==> config.mk <==
export PLATFORM = sky130hd
export DESIGN_NAME = pcs_rx_sync
export DESIGN_NICKNAME = d
export VERILOG_FILES = /design/src/rtl/pcs_rx_sync.sv
export SDC_FILE = /design/constraint.sdc
export NUM_CORES = 1
export LEC_CHECK = 0
export ABC_CLOCK_PERIOD_IN_PS = 3600
export BUFFER_PORTS_ARGS = -buffer_cell sky130_fd_sc_hd__buf_2
export CAP_MARGIN = 20
export CORE_MARGIN = 2
export CORE_UTILIZATION = 45
export CTS_CLUSTER_SIZE = 12
export DETAILED_ROUTE_END_ITERATION = 10
export PLACE_DENSITY = 0.66
export SLEW_MARGIN = 20
export SYNTH_ARGS = -nofsm -noshare
export SYNTH_HDL_FRONTEND = slang
export SYNTH_SLANG_ARGS = --single-unit
==> constraint.sdc <==
create_clock -name GTX_CLK -period 3.6 [get_ports GTX_CLK]
set_input_delay 0.72 -clock GTX_CLK [delete_from_list [all_inputs] [get_ports GTX_CLK]]
set_output_delay 0.72 -clock GTX_CLK [all_outputs]
set_load 0.05 [all_outputs]
==> src/rtl/pcs_rx_sync.sv <==
// pcs_rx_sync: 1000BASE-X receive code-group synchronization (comma lock, parity, error level)
// Ports: GTX_CLK clock; mr_main_reset sync active-high reset; PUDI[9:0] received code-group (bit 9 = a);
//        code_sync_status high while synchronized; rx_even parity of SUDI; SUDI[9:0] registered PUDI;
//        SUDI_valid SUDI holds a code-group consumed since reset;
//        sync_loss_cnt[7:0] saturating sync-loss count, present only with PCS_SYNC_LOSS_CNT_EN.
module pcs_rx_sync #(
  parameter int GOOD_CGS_MAX = 4,
  parameter int ERR_LVL_MAX = 4
) (
  input  logic       GTX_CLK,
  input  logic       mr_main_reset,
  input  logic [9:0] PUDI,
  output logic       code_sync_status,
  output logic       rx_even,
  output logic [9:0] SUDI,
  output logic       SUDI_valid
`ifdef PCS_SYNC_LOSS_CNT_EN
  ,
  output logic [7:0] sync_loss_cnt
`endif
);
  localparam int LW = $clog2(ERR_LVL_MAX + 1);
  localparam int GW = $clog2(GOOD_CGS_MAX + 1);
  // RD- forms of the 5b/6b (abcdei) and 3b/4b (fghj) sub-blocks; RD+ forms are derived by complement
  localparam logic [5:0] SIX_N [32] = '{
    6'b100111, 6'b011101, 6'b101101, 6'b110001, 6'b110101, 6'b101001, 6'b011001, 6'b111000,
    6'b111001, 6'b100101, 6'b010101, 6'b110100, 6'b001101, 6'b101100, 6'b011100, 6'b010111,
    6'b011011, 6'b100011, 6'b010011, 6'b110010, 6'b001011, 6'b101010, 6'b011010, 6'b111010,
    6'b110011, 6'b100110, 6'b010110, 6'b110110, 6'b001110, 6'b101110, 6'b011110, 6'b101011};
  localparam logic [3:0] FOUR_D [8] = '{4'b1011, 4'b1001, 4'b0101, 4'b1100,
                                        4'b1101, 4'b1010, 4'b0110, 4'b1110};
  localparam logic [3:0] FOUR_K [8] = '{4'b1011, 4'b0110, 4'b1010, 4'b1100,
                                        4'b1101, 4'b0101, 4'b1001, 4'b0111};
  localparam logic [7:0] K_X7 [4] = '{8'hF7, 8'hFB, 8'hFD, 8'hFE};
  function automatic logic [9:0] enc(input logic [7:0] b, input logic k, input logic rd);
    logic [4:0] x;
    logic [2:0] y;
    logic [5:0] s;
    logic [3:0] f;
    logic rd1, a7;
    x = b[4:0];
    y = b[7:5];
    s = (k && x == 5'd28) ? 6'b001111 : SIX_N[x];
    rd1 = ($countones(s) == 3) ? rd : ~rd;
    s = (rd && ($countones(s) != 3 || x == 5'd7)) ? ~s : s;
    // alternate D.x.7 avoids a run of five equal bits across the sub-block boundary
    a7 = rd1 ? (x == 5'd11 || x == 5'd13 || x == 5'd14) : (x == 5'd17 || x == 5'd18 || x == 5'd20);
    f = k ? FOUR_K[y] : (y == 3'd7 && a7) ? 4'b0111 : FOUR_D[y];
    f = (rd1 && (k || $countones(f) != 2 || y == 3'd3)) ? ~f : f;
    return {s, f};
  endfunction
  function automatic logic [1023:0] build_mask(input logic konly);
    logic [1023:0] m;
    m = '0;
    for (int r = 0; r < 2; r++) begin
      if (!konly)
        for (int b = 0; b < 256; b++) m[enc(8'(b), 1'b0, 1'(r))] = 1'b1;
      for (int y = 0; y < 8; y++) m[enc({3'(y), 5'd28}, 1'b1, 1'(r))] = 1'b1;
      for (int i = 0; i < 4; i++) m[enc(K_X7[i], 1'b1, 1'(r))] = 1'b1;
    end
    return m;
  endfunction
  localparam logic [1023:0] K_MASK = build_mask(1'b1);
  localparam logic [1023:0] VALID_MASK = build_mask(1'b0);
  typedef enum logic [2:0] {
    LOSS_OF_SYNC, COMMA_DETECT_1, ACQUIRE_SYNC_1, COMMA_DETECT_2,
    ACQUIRE_SYNC_2, COMMA_DETECT_3, SYNC_ACQUIRED
  } state_t;
  state_t state, state_n;
  logic [LW-1:0] lvl, lvl_n;
  logic [GW-1:0] good_cgs, good_n;
  logic comma, valid, data, cgbad, last_good;
  always_comb begin
    comma = PUDI[9:3] == 7'b0011111 || PUDI[9:3] == 7'b1100000;
    valid = VALID_MASK[PUDI];
    data = valid && !K_MASK[PUDI];
    // a comma must land on an even code-group; rx_even still describes the previous one
    cgbad = !valid || (comma && rx_even);
    last_good = good_cgs == GW'(GOOD_CGS_MAX - 1);
    state_n = state;
    lvl_n = '0;
    good_n = '0;
    case (state)
      LOSS_OF_SYNC:   state_n = comma ? COMMA_DETECT_1 : LOSS_OF_SYNC;
      COMMA_DETECT_1: state_n = data ? ACQUIRE_SYNC_1 : LOSS_OF_SYNC;
      ACQUIRE_SYNC_1: state_n = cgbad ? LOSS_OF_SYNC : comma ? COMMA_DETECT_2 : ACQUIRE_SYNC_1;
      COMMA_DETECT_2: state_n = data ? ACQUIRE_SYNC_2 : LOSS_OF_SYNC;
      ACQUIRE_SYNC_2: state_n = cgbad ? LOSS_OF_SYNC : comma ? COMMA_DETECT_3 : ACQUIRE_SYNC_2;
      COMMA_DETECT_3: state_n = data ? SYNC_ACQUIRED : LOSS_OF_SYNC;
      SYNC_ACQUIRED: begin
        state_n = (cgbad && lvl == LW'(ERR_LVL_MAX - 1)) ? LOSS_OF_SYNC : SYNC_ACQUIRED;
        good_n = (cgbad || lvl == '0 || last_good) ? '0 : good_cgs + 1'b1;
        lvl_n = (state_n == LOSS_OF_SYNC) ? '0 : cgbad ? lvl + 1'b1 :
                (lvl != '0 && last_good) ? lvl - 1'b1 : lvl;
      end
      default: state_n = LOSS_OF_SYNC;
    endcase
  end
  always_ff @(posedge GTX_CLK) begin
    if (mr_main_reset) begin
      state <= LOSS_OF_SYNC;
      lvl <= '0;
      good_cgs <= '0;
      rx_even <= 1'b0;
      SUDI <= '0;
      SUDI_valid <= 1'b0;
    end else begin
      state <= state_n;
      lvl <= lvl_n;
      good_cgs <= good_n;
      rx_even <= (state_n == COMMA_DETECT_1 || state_n == COMMA_DETECT_2 ||
                  state_n == COMMA_DETECT_3) ? 1'b1 : ~rx_even;
      SUDI <= PUDI;
      SUDI_valid <= 1'b1;
    end
  end
  assign code_sync_status = state == SYNC_ACQUIRED;
`ifdef PCS_SYNC_LOSS_CNT_EN
  always_ff @(posedge GTX_CLK) begin
    if (mr_main_reset) sync_loss_cnt <= '0;
    else if (state == SYNC_ACQUIRED && state_n == LOSS_OF_SYNC && sync_loss_cnt != 8'hFF)
      sync_loss_cnt <= sync_loss_cnt + 8'd1;
  end
`endif
endmodule

==> flow_summary.yaml <==
synthesis:
  synth_ff_type: "dfxtp_1"
  async_reset_ff_frac: 0
  synth-seq-cells: 21
  synth_area_leader_cell: "dfxtp_1"
  postSynthAreaPerCell_um2: 8.01
  synth_most_common_cell: "nor2_1"
  synthTopCellsByCount: "nor2_1 (23), dfxtp_1 (21), nand2_1 (16)"
  synthesis.nets: 240
  synth_cell_types: 66
  synth_edf_count: 0
  yosysTopAreaCellShare: 0.236
  synthTopCellsByArea: "dfxtp_1 (24%), nor2_1 (4.9%), ha_1 (4.2%)"
  synth_cells: 222
  ys_warn_count: 0
  seq_area_frac_synth: 0.236
  syn_area_um2: 1780
route:
  routed_wl_mm: 3.92
  drt-initial-drc-count: 107
  drc: 0
  num_vias: 1714
  wl_per_cell_um: 13.4
  firstDrtPassIters: 4
  ant_nets: 0
  viasPerCell: 5.85
placement:
  portBuffers: 24
  dp_hpwl_mm: 3.03
  gp_congestion: 0.854
  pre_cts_ws_ns: 0.00775
sta:
  period_share: 0.929
  maxSlewViolCount: 0
  min_period_ns: 3.34
  setup_violations: 0
  finalHoldViolCount: 0
  worst_pin_slew_ns: 0.420
  fmax_ghz: 0.299
  fin_tns_setup_ns: 0
  slew_headroom: 0.720
  rsz0062_at_grt: "false"
  final.setup_skew_ns: 0.0130
  fin_ws_ns: 0.255
global_routing:
  grt_use_total: 0.189
  antenna_found_initial: 0
  grt_overflow_total: 0
  grt_start_max_net_pins: 28
  grt_pass1_wl_mm: 6.65
  grt_pass1_vias: 1448
critical_path:
  arrival_ns: 3.47
  required_ns: 3.73
  cpPeakStageDelay_ns: 0.40
  crit_path_cell_trace: "buf_2 -> inv_1 -> ha_1 -> nor4bb_1 -> a311oi_2 -> buf_4 -> a311oi_1 -> o21bai_1 -> a221o_1 -> o31ai_4 -> xnor2_1 -> ha_1 -> o311ai_0 -> a31oi_1"
  criticalPathCategory: "in -> reg"
  start_kind: "input port"
  end_kind: "flip-flop"
  critPathMostFrequentCell: "ha_1"
  worstPathMaxFanout: 6
  slowest_stage: "a221o_1"
power:
  leakage_uw: 0.000818
  ir_worst_vdd_uv: 182
  power_density_nw_per_um2: 295
clock_tree:
  cts_sinks: 21
  clockRootBuffer: "clkbuf_8"
  cts_buffers: 3
  cts_tree: "yes"
  htreeDepth: 1
  clk_pin_slew_worst_paths_ns: 0.08
  clockBufferDepth: 2
  clkLatencyLatePin_ns: 0.26
  post_cts_buffers: 0
  holdBufCountCts: 0
  cts_resized: 0
floorplanning:
  initial_utilization: 0.478
  placement_rows: 22
  die_area_um2: 4470
  fp.coreArea_um2: 3720
  die_h_um: 66.9
  die_w_um: 66.9
  pin_count: 25
final_layout:
  final_net_count: 264
  diodes: 0
  drive_gt1_frac: 0.224
  area_delta_synth_final_pct: 12.0
run_status:
  status: "finished, final reports clean"
min_path:
  min_path_type: "reg -> reg"
run:
  maxCapViolations: 0
registers in the layout (all words and copies together), names as in the netlist:
name,count
lvl,3
SUDI,10
rx_even,1
state,3
good_cgs,3
SUDI_valid,1
routing by layer:
layer	vias to the layer above	GRT usage	wire, um
met5	-	0	0
met3	8	0.0253	252
li1	860	-	-
met4	0	0.0587	63
met2	60	0.289	1730
met1	786	0.274	1870
critical path: cells and delay by family:
family,cells,cell delay [ns]
AO/OA/AOI/OAI,7,1.42
adder cells (fa/ha/maj),2,0.46
AND/OR/NAND/NOR,1,0.38
buffers and inverters,3,0.37
XOR/XNOR,1,0.10
through the flow:
stage / std cells / total power (uW) / util / hold slack [ns] / instance area, um^2
6_report: 293 / 587 / 0.536 / 0.424 / 1990
4_1_cts: 293 / 589 / 0.536 / 0.427 / 1990
2_1_floorplan: 222 / 398 / - / 0.398 / 1780
3_3_place_gp: 289 / 443 / 0.524 / 0.411 / 1950
5_1_grt: 293 / 621 / 0.536 / 0.445 / 1990
3_5_place_dp: 289 / 442 / 0.524 / 0.416 / 1950
placed cells by master (no fill, tap or decap), types with 4 or more instances in the layout:
cell type  instances
nor2_1            23
buf_4             14
nand2_1           16
nand2b_1           4
a311oi_1           4
a21o_1             4
o22ai_1            5
buf_2             24
o21ai_0           11
a21oi_1            6
nor2b_1            8
inv_1             12
dfxtp_1           21
ha_1               6
nand3_1            4
nor3_1             5
cell families (layout without fill, tap and decap cells):
group,count (synthesis),count (layout),synth area share
AND/OR/NAND/NOR,87,87,0.273
buffers and inverters,31,54,0.0915
multiplexers,5,5,0.0345
flip-flops,21,21,0.236
AO/OA/AOI/OAI,68,68,0.303
XOR/XNOR,4,4,0.0197
adder cells (fa/ha/maj),6,6,0.0422
area by class of cell:
| type | instances | area [um^2] |
|---|---|---|
| multi-input combinational | 170 | 1190 |
| tap | 48 | 60.1 |
| sequential | 21 | 420 |
| fill | 369 | 1730 |
| clock buffer | 4 | 45.0 |
| inverter | 12 | 45.0 |
| timing repair buffer | 38 | 225 |
where the power goes:
part / leakage (uW) / internal, uW / total (uW) / switching, uW
Sequential: 0.000173 / 242 / 247 / 5.14
Combinational: 0.000622 / 73.8 / 191 / 118
Clock: 0.0000228 / 78.6 / 149 / 70.4
Total: 0.000818 / 394 / 587 / 193
path summary, 6_finish.rpt:
check                    from  slack (ns)  depth (start not counted)          end
setup / recovery      PUDI[1]        0.26                         14       lvl[2]
setup reg to reg      rx_even        1.93                          6       lvl[2]
hold / removal    good_cgs[0]        0.42                          1  good_cgs[0]
hold reg to reg   good_cgs[0]        0.42                          1  good_cgs[0]
Power figures use the tool's default switching activity.
